## src/rtl/prco_debug_stepper_if.sv

```systemverilog
// Core-facing step handshake: mode/step towards prco_core, debug byte and
// instruction-completion strobe back from it.
interface prco_debug_stepper_if;
  localparam int unsigned DBG_W = 8;

  logic             q_mode;
  logic             q_step;
  logic [DBG_W-1:0] i_debug;
  logic             i_debug_instr_clk;

  modport master (
    output q_mode,
    output q_step,
    input  i_debug,
    input  i_debug_instr_clk
  );

  modport slave (
    input  q_mode,
    input  q_step,
    output i_debug,
    output i_debug_instr_clk
  );
endinterface

```

## src/rtl/prco_debug_stepper.sv

```systemverilog
// Front-panel single-step controller for prco_core: debounced button issues one
// step per press, completion strobes latch and count the core debug byte.
module prco_debug_stepper #(
  parameter int unsigned DEBOUNCE_CYCLES = 16,
  parameter int unsigned TIMEOUT_CYCLES  = 64
) (
  input  logic                  i_clk,
  input  logic                  i_reset,
  input  logic                  i_en,
  input  logic                  i_btn,
  input  logic                  i_run_sw,
  prco_debug_stepper_if.master  core,
  output logic                  q_busy,
  output logic [7:0]            q_last_debug,
  output logic [15:0]           q_step_count,
  output logic                  q_timeout
);
  localparam int unsigned DB_W  = $clog2(DEBOUNCE_CYCLES);
  localparam int unsigned TO_W  = $clog2(TIMEOUT_CYCLES);
  localparam int unsigned DBG_W = 8;
  localparam int unsigned CNT_W = 16;

  typedef enum logic [1:0] {S_IDLE, S_STEP, S_WAIT, S_RELEASE} state_t;

  state_t            state, next_state;
  logic              btn_meta, btn_s, run_meta, run_s;
  logic [1:0]        settle;
  logic [DB_W-1:0]   db_cnt;
  logic              btn_db, btn_db_d, press_q, armed;
  logic              dclk_r, dclk_r2, comp_q;
  logic [DBG_W-1:0]  dbg_r, dbg_q;
  logic [TO_W-1:0]   to_cnt;
  logic              mode_q, step_q;
  logic              mode_nxt, step_nxt, busy_nxt, capture, to_set, to_clr;

  assign core.q_mode = mode_q;
  assign core.q_step = step_q;

  // Two-flop synchronizers; settle marks when btn_s reflects the real pin.
  always_ff @(posedge i_clk or negedge i_reset) begin
    if (!i_reset) begin
      btn_meta <= 1'b0;
      btn_s    <= 1'b0;
      run_meta <= 1'b0;
      run_s    <= 1'b0;
      settle   <= 2'b00;
    end else begin
      btn_meta <= i_btn;
      btn_s    <= btn_meta;
      run_meta <= i_run_sw;
      run_s    <= run_meta;
      settle   <= {settle[0], 1'b1};
    end
  end

  // Debouncer and press detect; armed blocks a button held through reset.
  always_ff @(posedge i_clk or negedge i_reset) begin
    if (!i_reset) begin
      db_cnt   <= '0;
      btn_db   <= 1'b0;
      btn_db_d <= 1'b0;
      press_q  <= 1'b0;
      armed    <= 1'b0;
    end else begin
      if (btn_s != btn_db) begin
        if (db_cnt == DB_W'(DEBOUNCE_CYCLES - 1)) begin
          btn_db <= btn_s;
          db_cnt <= '0;
        end else begin
          db_cnt <= db_cnt + DB_W'(1);
        end
      end else begin
        db_cnt <= '0;
      end
      btn_db_d <= btn_db;
      press_q  <= armed & btn_db & ~btn_db_d;
      if (settle[1] && !btn_s) armed <= 1'b1;
    end
  end

  // Completion edge detect, debug byte pipelined alongside it.
  always_ff @(posedge i_clk or negedge i_reset) begin
    if (!i_reset) begin
      dclk_r  <= 1'b0;
      dclk_r2 <= 1'b0;
      comp_q  <= 1'b0;
      dbg_r   <= '0;
      dbg_q   <= '0;
    end else begin
      dclk_r  <= core.i_debug_instr_clk;
      dclk_r2 <= dclk_r;
      comp_q  <= dclk_r & ~dclk_r2;
      dbg_r   <= core.i_debug;
      dbg_q   <= dbg_r;
    end
  end

  always_ff @(posedge i_clk or negedge i_reset) begin
    if (!i_reset) state <= S_IDLE;
    else          state <= next_state;
  end

  always_comb begin
    next_state = state;
    case (state)
      S_IDLE:    if (mode_q && i_en && press_q) next_state = S_STEP;
      S_STEP:    next_state = S_WAIT;
      S_WAIT:    if (comp_q || (to_cnt == TO_W'(TIMEOUT_CYCLES - 1))) next_state = S_RELEASE;
      S_RELEASE: if (!btn_db) next_state = S_IDLE;
      default:   next_state = S_IDLE;
    endcase
  end

  // Completion beats timeout in WAIT; run-mode completions count from IDLE.
  always_comb begin
    step_nxt = 1'b0;
    busy_nxt = 1'b0;
    mode_nxt = mode_q;
    capture  = 1'b0;
    to_set   = 1'b0;
    to_clr   = 1'b0;
    step_nxt = (next_state == S_STEP);
    busy_nxt = (next_state != S_IDLE);
    case (state)
      S_IDLE: begin
        mode_nxt = ~run_s;
        capture  = comp_q & ~mode_q;
        to_clr   = (next_state == S_STEP);
      end
      S_WAIT: begin
        capture = comp_q;
        to_set  = ~comp_q & (next_state == S_RELEASE);
      end
      default: ;
    endcase
  end

  always_ff @(posedge i_clk or negedge i_reset) begin
    if (!i_reset) begin
      mode_q       <= 1'b1;
      step_q       <= 1'b0;
      q_busy       <= 1'b0;
      q_last_debug <= '0;
      q_step_count <= '0;
      q_timeout    <= 1'b0;
      to_cnt       <= '0;
    end else begin
      mode_q <= mode_nxt;
      step_q <= step_nxt;
      q_busy <= busy_nxt;
      if (capture) begin
        q_last_debug <= dbg_q;
        q_step_count <= q_step_count + CNT_W'(1);
      end
      if (to_clr)      q_timeout <= 1'b0;
      else if (to_set) q_timeout <= 1'b1;
      if (state == S_STEP)      to_cnt <= '0;
      else if (state == S_WAIT) to_cnt <= to_cnt + TO_W'(1);
    end
  end
endmodule

```

## src/flat_wrapper.sv

```systemverilog
// flat-port wrapper written by rule: the top's interface ports become plain ports
module prco_debug_stepper_flat 
#(
  parameter int unsigned DEBOUNCE_CYCLES = 16,
  parameter int unsigned TIMEOUT_CYCLES  = 64
)
  (i_clk, i_reset, i_en, i_btn, i_run_sw, q_busy, q_last_debug, q_step_count, q_timeout, core_q_mode, core_q_step, core_i_debug, core_i_debug_instr_clk);
  prco_debug_stepper_if core_i ();
  input  logic i_clk;
  input  logic i_reset;
  input  logic i_en;
  input  logic i_btn;
  input  logic i_run_sw;
  output logic q_busy;
  output logic [7:0] q_last_debug;
  output logic [15:0] q_step_count;
  output logic q_timeout;
  output wire logic [$bits(core_i.q_mode)-1:0] core_q_mode;
  output wire logic [$bits(core_i.q_step)-1:0] core_q_step;
  input wire logic [$bits(core_i.i_debug)-1:0] core_i_debug;
  input wire logic [$bits(core_i.i_debug_instr_clk)-1:0] core_i_debug_instr_clk;
  assign core_q_mode = core_i.q_mode;
  assign core_q_step = core_i.q_step;
  assign core_i.i_debug = core_i_debug;
  assign core_i.i_debug_instr_clk = core_i_debug_instr_clk;
  prco_debug_stepper #(.DEBOUNCE_CYCLES(DEBOUNCE_CYCLES), .TIMEOUT_CYCLES(TIMEOUT_CYCLES)) u_core (.i_clk(i_clk), .i_reset(i_reset), .i_en(i_en), .i_btn(i_btn), .i_run_sw(i_run_sw), .core(core_i), .q_busy(q_busy), .q_last_debug(q_last_debug), .q_step_count(q_step_count), .q_timeout(q_timeout));
endmodule
```

## config.mk

```make
export PLATFORM = sky130hd
export DESIGN_NAME = prco_debug_stepper_flat
export DESIGN_NICKNAME = d
export VERILOG_FILES = /design/src/rtl/prco_debug_stepper_if.sv /design/src/rtl/prco_debug_stepper.sv /design/src/flat_wrapper.sv
export SDC_FILE = /design/constraint.sdc
export NUM_CORES = 1
export LEC_CHECK = 0
export CORE_MARGIN = 2
export CORE_UTILIZATION = 47
export CTS_CLUSTER_DIAMETER = 120
export CTS_CLUSTER_SIZE = 30
export DETAILED_ROUTE_END_ITERATION = 8
export GPL_TIMING_DRIVEN = 0
export PLACE_DENSITY = 0.76
export SLEW_MARGIN = 20
export SYNTH_ARGS = -nofsm -noshare
export SYNTH_HDL_FRONTEND = slang
export SYNTH_SLANG_ARGS = --single-unit
```

## constraint.sdc

```tcl
create_clock -name i_clk -period 1.7 [get_ports i_clk]
set_clock_uncertainty 0.15 [all_clocks]
set_input_delay 0.255 -clock i_clk [delete_from_list [all_inputs] [get_ports i_clk]]
set_output_delay 0.255 -clock i_clk [all_outputs]
set_load 0.1 [all_outputs]
```

# After elaboration in Yosys (flattened, before gate mapping)
# Cells that the tools add are included.
[classes]
n_addsub = 3
eq_ne = 8
muxes = 13
bitwise_logic = 10
n_reduce_logical = 10
[op_table]
columns = ["op", "count"]
rows = [
  ["adder 16 x 1 -> 16 bit, second input constant", 1],
  ["two-way mux 6 bit", 2],
  ["two-way mux 4 bit", 2],
  ["one-hot mux 2 bit (4 select lines)", 1],
  ["adder 6 x 1 -> 6 bit, second input constant", 1],
  ["equality test 2 bit, second input constant", 3],
  ["equality test 6 bit, second input constant", 1],
  ["two-way mux 2 bit", 3],
  ["nonzero test 2 bit", 3],
  ["bitwise AND 1 bit", 5],
  ["NOT 1 bit", 5],
  ["adder 4 x 1 -> 4 bit, second input constant", 1],
  ["equality test 2 x 1 -> 1 bit, second input constant", 2],
  ["equality test 4 bit, second input constant", 1],
  ["two-way mux 1 bit", 4],
  ["logical AND 1 bit", 3],
  ["logical NOT 2 bit", 1],
  ["one-hot mux 1 bit (2 select lines)", 1],
  ["AND reduction 2 bit", 1],
  ["logical NOT 1 bit", 1],
  ["logical OR 1 bit", 1],
  ["!= test 1 bit", 1],
]
[word_totals]
reg_bits = 69
in_bits = 14
output_inout_bits = 28
wordCells = 67

# Depth between registers and ports, before layout
[logic_depth]
ltp_word = 9
ltp_mapped = 7

# Worst setup path before layout
# OpenSTA, ideal clock, no wires.
[synth_path]
path_type = "register -> register"
from = "register u_core.q_step_count[6]"
to = "register u_core.q_step_count[14]"
arrival_time_ps = 1872
slack_ps = -480
stages_incl_launch_ff = 5
n_path_buf = 0
period_less_slack_ps = 2180
path_cell_list = "dfrtp_1 > and4_4 > and4_1 > nand4_1 > xnor2_1"
[synth_via]
elab_chain_len = 1
[synth_lines]
columns = ["element", "line", "text"]
rows = [
  ["from (decl)", "prco_debug_stepper.sv:15", "output logic [15:0] q_step_count,"],
  ["from (signal assigned)", "prco_debug_stepper.sv:153", "q_step_count <= q_step_count + CNT_W'(1);"],
  ["adder 16 x 1 -> 16 bit", "prco_debug_stepper.sv:153", ""],
]
# No other way between the ends.
# A chain may end at the register's enable or synchronous reset.

# Worst setup path in the final report
[layout_path]
from = "register u_core.state[1]"
to = "register u_core.q_step_count[7]"
[layout_via]
elab_chain_len = 2
word_cells_on_any_way = 3
cone_classes = "1 x eq/ne; 1 x mux; 1 x reduce/logical"
[layout_lines]
columns = ["element", "line", "text"]
rows = [
  ["from (decl)", "prco_debug_stepper.sv:25", "state_t state, next_state;"],
  ["from (signal assigned)", "prco_debug_stepper.sv:100", "else state <= next_state;"],
  ["equality test 2 bit or logical NOT 2 bit (tied branches)", "prco_debug_stepper.sv:124", "case (state)"],
  ["one-hot mux 1 bit (2 select lines) *", "prco_debug_stepper.sv:124", ""],
]
# Mark *: on every way between the ends. The rest lies on a longest branch, timed or not.

==> run_results.csv <==
group,metric,value,unit
run_status,status,"complete, but fails checks",
run_status,violations,"negative setup slack",
placement,port-buffer-count,41,
power_and_ir_drop,leakagePower,1.63,nW
detailed_routing,initialDrtViolationCount,90,
global_route,grt_max_degree,39,
clocking,root_buffer,"clkbuf_8",
synthesis,synth-seq-cells,69,
power_and_ir_drop,ir_drop,921,µV
cells_and_area,multi_input_area,916,µm²
synthesis,synth_edf_count,0,
placement,dp_hpwl,3180,µm
die,core,5440,µm²
cells_and_area,final_cells,352,
clocking,h-tree-depth,3,
clocking,cts_tree,"built",
synthesis,synthArstFlopShare,1.00,
die,die_area,6190,µm²
sta,final_hold_viol_count,0,
cells_and_area,seq_area,1780,µm²
setup_path,cp_max_fo,7,
synthesis,synth_common_cells,"dfrtp_1 (68), nand2_1 (37), xnor2_1 (12)",
placement,place_inst,327,
synthesis,synth_top_cell_by_area,"dfrtp_1",
detailed_routing,postRouteAntennaNets,0,
global_route,antenna_found_initial,0,
global_route,grt_pass1_vias,1890,
clocking,worst_skew_pair.late_latency,0.34,ns
clocking,cts_buffer_depth,2,
synthesis,ys_seq_area_frac,0.660,
sta,slew_headroom,0.639,
detailed_routing,wl,5120,µm
setup_path,cp_slowest_cell,"dfrtp_1",
global_route,grt-ovfl-total,0,
global_route,grt_pass1_wl,8780,µm
detailed_routing,vias,1785,
sta,finalSetupViolCount,7,
setup_path,criticalPathCategory,"flop to flop",
die,dieWidth,78.6,µm
setup_path,cp_cell_sequence,"buf_6, ha_2, buf_8, o21ai_2, nor3_1, xor2_1",
synthesis,syn_nets,234,
die,die_h,78.6,µm
setup_path,crit_path_max_incr_delay,0.42,ns
detailed_routing,drc_errors,0,
global_route,grt_usage,0.188,
setup_path,worstPathRequired,1.77,ns
clocking,path_clk_slew,0.07,ns
synthesis,syn_area_per_cell,12.3,µm²
die,rows,27,
sta,fmax,0.574,GHz
detailed_routing,dr.pass1.iters,4,
sta,timing.hold.ws,0.195,ns
clocking,cts_buffers,9,
die,initial_core_util,0.481,
synthesis,yosysWarnings,0,
cells_and_area,syn_to_final_growth,34.1,%
setup_path,critPathLaunchType,"flop",
cells_and_area,fin_util,0.646,
clocking,cts.sinks,69,
cells_and_area,final_nets,296,
synthesis,synth_area,2620,µm²
synthesis,synth.distinct_cells,41,
sta,rsz0062_at_grt,"yes",
die,io_pins,42,
sta,tns,-0.178,ns
synthesis,synthFlopType,"dfrtp_1",
flow_run,maxCapViolCount,0,
detailed_routing,wl_per_cell,14.5,µm
cells_and_area,drive_above_1_share,0.325,
cells_and_area,antennaDiodeCount,0,
setup_path,end_kind,"flop",
synthesis,post-synth-top-area-fraction,0.650,
setup_path,cp.arrival,1.81,ns
synthesis,syn_inst,213,
power_and_ir_drop,power.total,4.43,mW
synthesis,yosysMostFrequentCell,"dfrtp_1",
sta,worst_pin_slew,0.545,ns
sta,timing.final.ws_setup,-0.0413,ns
placement,place_congestion,0.740,
detailed_routing,vias_per_cell,5.07,
sta,fin_crit,1.74,ns
worst_hold_path,holdCritPathClass,"input pin to flop",
sta,slew_viol_final,0,
power_and_ir_drop,power_density,1260,nW/µm²
sta,period_share,1.02,
synthesis,netlist_top_cells_area,"dfrtp_1 (65%), nand2_1 (5.3%), xnor2_1 (4.0%)",
cells_and_area,fillers,415,
==> state kept, by name (all words and copies together) (netlist names), 2 cells and up <==
name and cells:
u_core.dbg_r 8, u_core.q_last_debug 8, u_core.state 2, u_core.db_cnt 4
u_core.dbg_q 8, u_core.to_cnt 6, u_core.q_step_count 16, u_core.settle 2
==> metrics by stage <==
step / cell area (µm²) / setup WS (ns)
global route: 3510 / -0.0857
global placement: 3170 / -2.43
finish: 3510 / -0.0413
CTS: 3480 / -0.0137
floorplan: 2670 / 0.00777
detailed placement: 3190 / -0.466
==> layout make-up <==
cell class | count | share of cell area
Buffer | 3 | 0.0107
Clock buffer | 11 | 0.0431
Clock inverter | 5 | 0.0232
Inverter | 8 | 0.00855
Multi-Input combinational cell | 132 | 0.261
Sequential cell | 69 | 0.506
Tap cell | 72 | 0.0257
Timing Repair Buffer | 52 | 0.122
==> cell usage in the layout (no fill, tap or decap), types with 6 or more instances in the layout <==
master           instances
a21oi_1                  6
buf_2                   19
buf_4                    7
clkbuf_8                11
clkdlybuf4s15_2          6
clkdlybuf4s50_1         12
dfrtp_1                 54
dfrtp_4                 11
inv_1                    6
nand2_1                 36
nand4_1                  7
nor2_1                   7
xnor2_1                 11
xor2_1                   7
==> per-layer routing <==
metal / vias to the layer above / routed length, µm / track usage / share of wire
li1: 846 / - / - / -
met1: 875 / 2120 / 0.224 / 0.41
met2: 50 / 2670 / 0.309 / 0.52
met3: 14 / 214 / 0.0425 / 0.042
met4: 0 / 110 / 0.114 / 0.021
met5: - / 0 / 0 / 0
==> where the power goes <==
part / internal [mW] / leakage (nW) / switching (mW)
Combinational: 0.202 / 0.666 / 0.799
Clock: 0.908 / 0.116 / 0.610
Sequential: 1.80 / 0.849 / 0.118
Total: 2.91 / 1.63 / 1.53
==> logic make-up (layout without fill, tap and decap cells) <==
logic type	Yosys count	count (layout)	synth area share
AO/OA/AOI/OAI	26	26	0.0650
XOR/XNOR	19	19	0.0635
adder cells (fa/ha/maj)	7	7	0.0334
buffers and inverters	12	79	0.0186
flip-flops	69	69	0.660
multiplexers	1	1	0.00382
other	1	1	0.00143
AND/OR/NAND/NOR	78	78	0.154
==> final timing paths <==
check | from | end | slack [ns] | cells after the start
worst min register to register | u_core.run_meta | u_core.run_s | 0.19 | 0
worst max-delay path | u_core.state[1] | u_core.q_step_count[7] | -0.04 | 6
min in group asynchronous | i_reset | u_core.db_cnt[0] | 0.24 | 2
max in group asynchronous | i_reset | u_core.core.q_mode | 0.59 | 3
worst max register to register | u_core.state[1] | u_core.q_step_count[7] | -0.04 | 6
worst min-delay path | core_i_debug[1] | u_core.dbg_r[1] | 0.19 | 1
==> worst max-delay path: cells and delay by family (launching register included) <==
kind | cells | cell delay (ns)
AO/OA/AOI/OAI | 1 | 0.33
buffers and inverters | 2 | 0.28
flip-flops | 1 | 0.42
adder cells (fa/ha/maj) | 1 | 0.17
XOR/XNOR | 1 | 0.16
AND/OR/NAND/NOR | 1 | 0.11
==> timing repair <==
action / 4_1_cts / 5_1_grt
hold buffers: 1 / 0
endpoints found under the setup margin: 57 / 25
resized for setup: 134 / 19
setup buffers: 6 / 2
gates cloned: 0 / 1
pin swaps: 5 / 7
endpoints found under the hold margin: 31 / 0
(Power assumes the default switching activity.)
